==> config.mk <==
export PLATFORM = sky130hd
export DESIGN_NAME = lamp_handball_game
export DESIGN_NICKNAME = d
export VERILOG_FILES = /design/src/rtl/lamp_handball_pkg.sv /design/src/rtl/lamp_handball_game_edge_detect.sv /design/src/rtl/lamp_handball_game.sv
export SDC_FILE = /design/constraint.sdc
export NUM_CORES = 1
export LEC_CHECK = 0
export ABC_AREA = 1
export BUFFER_PORTS_ARGS = -buffer_cell sky130_fd_sc_hd__buf_2
export CORE_MARGIN = 5
export CORE_UTILIZATION = 34
export CTS_CLUSTER_DIAMETER = 40
export CTS_CLUSTER_SIZE = 25
export DETAILED_ROUTE_END_ITERATION = 8
export SLEW_MARGIN = 20
export SYNTH_ARGS = -nofsm -noshare
export SYNTH_HDL_FRONTEND = slang
export SYNTH_SLANG_ARGS = --single-unit
==> constraint.sdc <==
create_clock -name clk -period 3.15 [get_ports clk]
set_clock_uncertainty 0.15 [all_clocks]
set_input_delay 0.1575 -clock clk [delete_from_list [all_inputs] [get_ports clk]]
set_output_delay 0.1575 -clock clk [all_outputs]
set_load 0.02 [all_outputs]
==> src/rtl/lamp_handball_pkg.sv <==
// Shared state and winner encodings for the lamp-handball game.
package lamp_handball_pkg;

   typedef enum logic [2:0] {
      IDLE,
      MOVE_R,
      MOVE_L,
      POINT,
      GAME_OVER
   } state_t;

   localparam logic [1:0] WINNER_NONE  = 2'b00;
   localparam logic [1:0] WINNER_LEFT  = 2'b01;
   localparam logic [1:0] WINNER_RIGHT = 2'b10;

endpackage

==> src/rtl/lamp_handball_game_edge_detect.sv <==
// Single-bit rising-edge detector; a held level fires only on the first cycle.
module hb_edge_detect (
   input  logic clk,
   input  logic reset_n,
   input  logic i_level,
   output logic o_rise
);

   logic r_prev;

   always_ff @(posedge clk or negedge reset_n) begin
      if (!reset_n) r_prev <= 1'b0;
      else          r_prev <= i_level;
   end

   assign o_rise = i_level & ~r_prev;

endmodule

==> src/rtl/lamp_handball_game.sv <==
// Lamp-handball game: a single lit lamp bounces between two players who return it
// by pressing on their end lamp; misses and early presses score for the opponent.
module lamp_handball_game
   import lamp_handball_pkg::*;
#(
   parameter int N_LAMPS   = 8,
   parameter int TICK_DIV  = 4,
   parameter int SCORE_W   = 4,
   parameter int WIN_SCORE = 9
) (
   input  logic               clk,
   input  logic               reset_n,
   input  logic               start,
   input  logic               btn_l,
   input  logic               btn_r,
   output logic [N_LAMPS-1:0] lamp,
   output logic [SCORE_W-1:0] score_l,
   output logic [SCORE_W-1:0] score_r,
   output logic [1:0]         winner
);

   localparam int POS_W  = $clog2(N_LAMPS);
   localparam int TICK_W = $clog2(TICK_DIV) + 1;
   localparam logic [POS_W-1:0]   LAST_POS  = POS_W'(N_LAMPS - 1);
   localparam logic [TICK_W-1:0]  TICK_LAST = TICK_W'(TICK_DIV - 1);
   localparam logic [SCORE_W-1:0] WIN       = SCORE_W'(WIN_SCORE);
   localparam logic [N_LAMPS-1:0] LEFT_HALF = {N_LAMPS{1'b1}} >> (N_LAMPS - N_LAMPS / 2);

   state_t              r_state;
   logic [POS_W-1:0]    r_pos;
   logic [TICK_W-1:0]   r_tick;
   logic [SCORE_W-1:0]  r_scoreL;
   logic [SCORE_W-1:0]  r_scoreR;
   logic [1:0]          r_winner;
   logic                r_leftScored;
   logic                w_startRise;
   logic                w_btnLRise;
   logic                w_btnRRise;
   logic                w_tickLast;
   logic [N_LAMPS-1:0]  w_lamp;

   hb_edge_detect u_edgeStart (.clk(clk), .reset_n(reset_n), .i_level(start), .o_rise(w_startRise));
   hb_edge_detect u_edgeBtnL  (.clk(clk), .reset_n(reset_n), .i_level(btn_l), .o_rise(w_btnLRise));
   hb_edge_detect u_edgeBtnR  (.clk(clk), .reset_n(reset_n), .i_level(btn_r), .o_rise(w_btnRRise));

   assign w_tickLast = (r_tick == TICK_LAST);

   // Only the player the ball is heading toward is listened to; a hit outranks a tick.
   always_ff @(posedge clk or negedge reset_n) begin
      if (!reset_n) begin
         r_state      <= IDLE;
         r_pos        <= '0;
         r_tick       <= '0;
         r_scoreL     <= '0;
         r_scoreR     <= '0;
         r_winner     <= WINNER_NONE;
         r_leftScored <= 1'b0;
      end else begin
         case (r_state)
            IDLE, GAME_OVER: begin
               if (w_startRise) begin
                  r_scoreL <= '0;
                  r_scoreR <= '0;
                  r_winner <= WINNER_NONE;
                  r_pos    <= '0;
                  r_tick   <= '0;
                  r_state  <= MOVE_R;
               end
            end
            MOVE_R: begin
               r_tick <= (w_btnRRise || w_tickLast) ? '0 : r_tick + 1'b1;
               if (w_btnRRise && r_pos == LAST_POS) begin
                  r_state <= MOVE_L;
               end else if (w_btnRRise || (w_tickLast && r_pos == LAST_POS)) begin
                  r_state      <= POINT;
                  r_leftScored <= 1'b1;
                  if (r_scoreL != WIN) r_scoreL <= r_scoreL + 1'b1;
               end else if (w_tickLast) begin
                  r_pos <= r_pos + 1'b1;
               end
            end
            MOVE_L: begin
               r_tick <= (w_btnLRise || w_tickLast) ? '0 : r_tick + 1'b1;
               if (w_btnLRise && r_pos == '0) begin
                  r_state <= MOVE_R;
               end else if (w_btnLRise || (w_tickLast && r_pos == '0)) begin
                  r_state      <= POINT;
                  r_leftScored <= 1'b0;
                  if (r_scoreR != WIN) r_scoreR <= r_scoreR + 1'b1;
               end else if (w_tickLast) begin
                  r_pos <= r_pos - 1'b1;
               end
            end
            POINT: begin
               if (w_tickLast) begin
                  r_tick <= '0;
                  if (r_leftScored && r_scoreL == WIN) begin
                     r_state  <= GAME_OVER;
                     r_winner <= WINNER_LEFT;
                  end else if (!r_leftScored && r_scoreR == WIN) begin
                     r_state  <= GAME_OVER;
                     r_winner <= WINNER_RIGHT;
                  end else if (r_leftScored) begin
                     r_pos   <= LAST_POS;
                     r_state <= MOVE_L;
                  end else begin
                     r_pos   <= '0;
                     r_state <= MOVE_R;
                  end
               end else begin
                  r_tick <= r_tick + 1'b1;
               end
            end
            default: r_state <= IDLE;
         endcase
      end
   end

   always_comb begin
      w_lamp = '0;
      case (r_state)
         MOVE_R, MOVE_L: w_lamp[r_pos] = 1'b1;
         GAME_OVER:      w_lamp = (r_winner == WINNER_LEFT) ? LEFT_HALF : ~LEFT_HALF;
         default:        w_lamp = '0;
      endcase
   end

   assign lamp    = w_lamp;
   assign score_l = r_scoreL;
   assign score_r = r_scoreR;
   assign winner  = r_winner;

endmodule
==> impl_metrics.py <==
metrics = {
    "status": {
        "outcome": "finished clean",
    },
    "cts": {
        "cts.sinks": 23,
        "cts_tree": "done",
        "holdBufCountCts": 4,
        "post_cts_resized": 0,
        "cts-root-buf": "clkbuf_8",
        "clockBufferDepth": 2,
        "numCtsBuffers": 3,
        "path_clk_slew_ps": 80,
        "worstSkewPairLatency_ps": 260,
        "htree_levels": 1,
        "cts_setup_buffers": 0,
    },
    "layout": {
        "design_area_sq_mm": 0.00184,
        "fin_nets": 265,
        "drive_gt1_share_pct": 18.3,
        "layout_commonest_cell": "nand2_1",
        "final_core_util_pct": 39.8,
        "area_delta_synth_final_pct": 15.5,
        "num_antenna_cells": 0,
        "final_cell_mix": "nand2_1 (76), inv_1 (24), dfrtp_1 (23)",
    },
    "logic_synthesis": {
        "synth_edf_count": 0,
        "ys_types": 27,
        "netlist_area_sq_mm": 0.00160,
        "ys_seq_area_share_pct": 36.1,
        "syn_area_per_cell_sq_um": 7.13,
        "ys_seq_elements": 23,
        "synth-warning-count": 0,
        "synth_cells": 224,
        "async_flop_share_pct": 100,
        "syn_nets": 237,
        "yosys_most_used_dff": "dfrtp_1",
    },
    "timing": {
        "max_slew_margin_pct": 65.4,
        "tightestPinTransition_ps": 518,
        "hold_violations": 0,
        "rsz0062_at_grt": "no",
        "setup_ws_ps": 971,
        "final.setup.tns_ps": 0,
        "finalSetupViolations": 0,
        "max_freq_ghz": 0.459,
        "min_period_over_period_pct": 69.2,
        "maxSlewViolCount": 0,
        "fin_crit_ps": 2180,
    },
    "drt": {
        "ant_nets": 0,
        "drt_pass1_iterations": 4,
        "vias_per_cell": 4.84,
        "routed_wl_um": 3620,
        "via_count": 1476,
        "drc_errors": 0,
        "drtIter0Drc": 72,
        "wl_per_cell_um": 11.9,
    },
    "floorplanning": {
        "initial_core_util_pct": 34.5,
        "ios": 23,
        "fp.coreArea_sq_mm": 0.00463,
        "dieArea_sq_mm": 0.00617,
        "die_w_um": 78.5,
        "dieHeight_um": 78.5,
        "rows": 25,
    },
    "power_and_ir_drop": {
        "p_leak_uw": 0.00101,
        "power_density_mw_per_mm2": 852,
        "power_uw": 1570,
        "vdd_drop_max_mv": 0.244,
    },
    "placed_design": {
        "port_buffers": 22,
        "placed_area_sq_mm": 0.00176,
        "place_congestion": 0.887,
        "pre_cts_slack_ps": 1230,
        "dp_hpwl_um": 2840,
    },
    "global_route": {
        "grt_pass1_wl_um": 6430,
        "grt_pass1_vias": 1428,
        "grt_start_max_net_pins": 24,
        "antenna_found_initial": 0,
        "grt-ovfl-total": 0,
        "track_usage_pct": 12.8,
    },
    "job": {
        "maxCapViolations": 0,
    },
    "setup_path": {
        "rr_worst_depth": 11,
        "end_kind": "output pin",
        "rrSetupSlack_ps": 1230,
        "critPathKind": "reg -> out",
        "critPathLaunch": "r_state[2]",
        "r2r-end": "r_pos[2]",
        "arrival_ps": 1870,
        "start_kind": "register",
        "crit_fanout": 9,
        "rr_startpoint": "r_state[2]",
        "required_ps": 2840,
    },
    "hold_path": {
        "hp-class": "in -> async",
    },
}
## metrics by stage
step,hold slack (ps),cells
floorplan,-288,224
global placement,15.0,297
detailed placement,21.6,297
CTS,278,305
global route,316,305
finish,253,305
## cell usage after synthesis (3+ instances only)
master   instances  area, sq um
o31ai_1          3         22.5
o21ai_1          9         45.0
inv_2            4         15.0
o21ai_0         13         65.1
nand3_2          4         40.0
nand3_1         15         75.1
nand2_1         76          285
xor2_1           4         35.0
ha_1             8          100
nand4_1          4         25.0
buf_2            3         15.0
inv_1           24         90.1
nor2_1          14         52.6
nand2_2          3         18.8
nor2_2           4         25.0
dfrtp_1         23          576
## worst max-delay path, cell delays in order, from the launching register on
cell,delay [ps]
dfrtp_1,460
inv_2,160
nand3_2,220
nand2_1,210
nand2_1,150
o31ai_1,210
buf_2,200
## state kept, by name (all words and copies together), names as in the netlist
signal,count
r_leftScored,1
r_pos,3
r_state,3
r_tick,3
score_l,4
score_r,4
u_edgeBtnL.r_prev,1
u_edgeBtnR.r_prev,1
u_edgeStart.r_prev,1
winner,2
## kinds of logic (layout without fill, tap and decap cells)
| logic type | count (synthesis) | count (layout) | synth area share (%) |
|---|---|---|---|
| and+or+nand+nor | 125 | 125 | 35.7 |
| AOI/OAI and AO/OA | 32 | 32 | 11.7 |
| buffers and inverters | 31 | 58 | 7.52 |
| DFF | 23 | 23 | 36.1 |
| adders and majority gates | 8 | 8 | 6.27 |
| xor gates and xnor gates | 5 | 5 | 2.74 |
## worst max-delay path by stage
stage	cells past startpoint	to	slack, ps
final	6	lamp[2]	970
after detailed placement	11	r_pos[2]	1230
after global routing	6	lamp[3]	780
after CTS	6	lamp[3]	970
after global placement	11	r_pos[2]	1240
after floorplan	6	lamp[3]	1160
## per-layer routing
metal	share of wire [%]	track usage, %	vias up	wire [um]
li1	-	-	775	-
met3	3.2	1.95	10	116
met2	47	21.6	28	1700
met4	2.7	5.77	0	98
met5	0	0	-	0
met1	47	15.8	663	1700
## report_power, final
| part | leakage, uW | switching (uW) | internal, uW |
|---|---|---|---|
| clock network | 0.0000228 | 91.3 | 90.1 |
| registers | 0.000293 | 116 | 376 |
| logic | 0.000690 | 594 | 304 |
| total | 0.00101 | 801 | 771 |
## cell type report
type | count | area [sq um]
timing repair buffer | 26 | 150
tap | 54 | 67.6
fill | 477 | 2790
clock buffer | 4 | 45.0
sequential | 23 | 576
inverter | 28 | 105
multi-input combinational | 170 | 901
No activity file was read; power rests on OpenSTA's default activity.
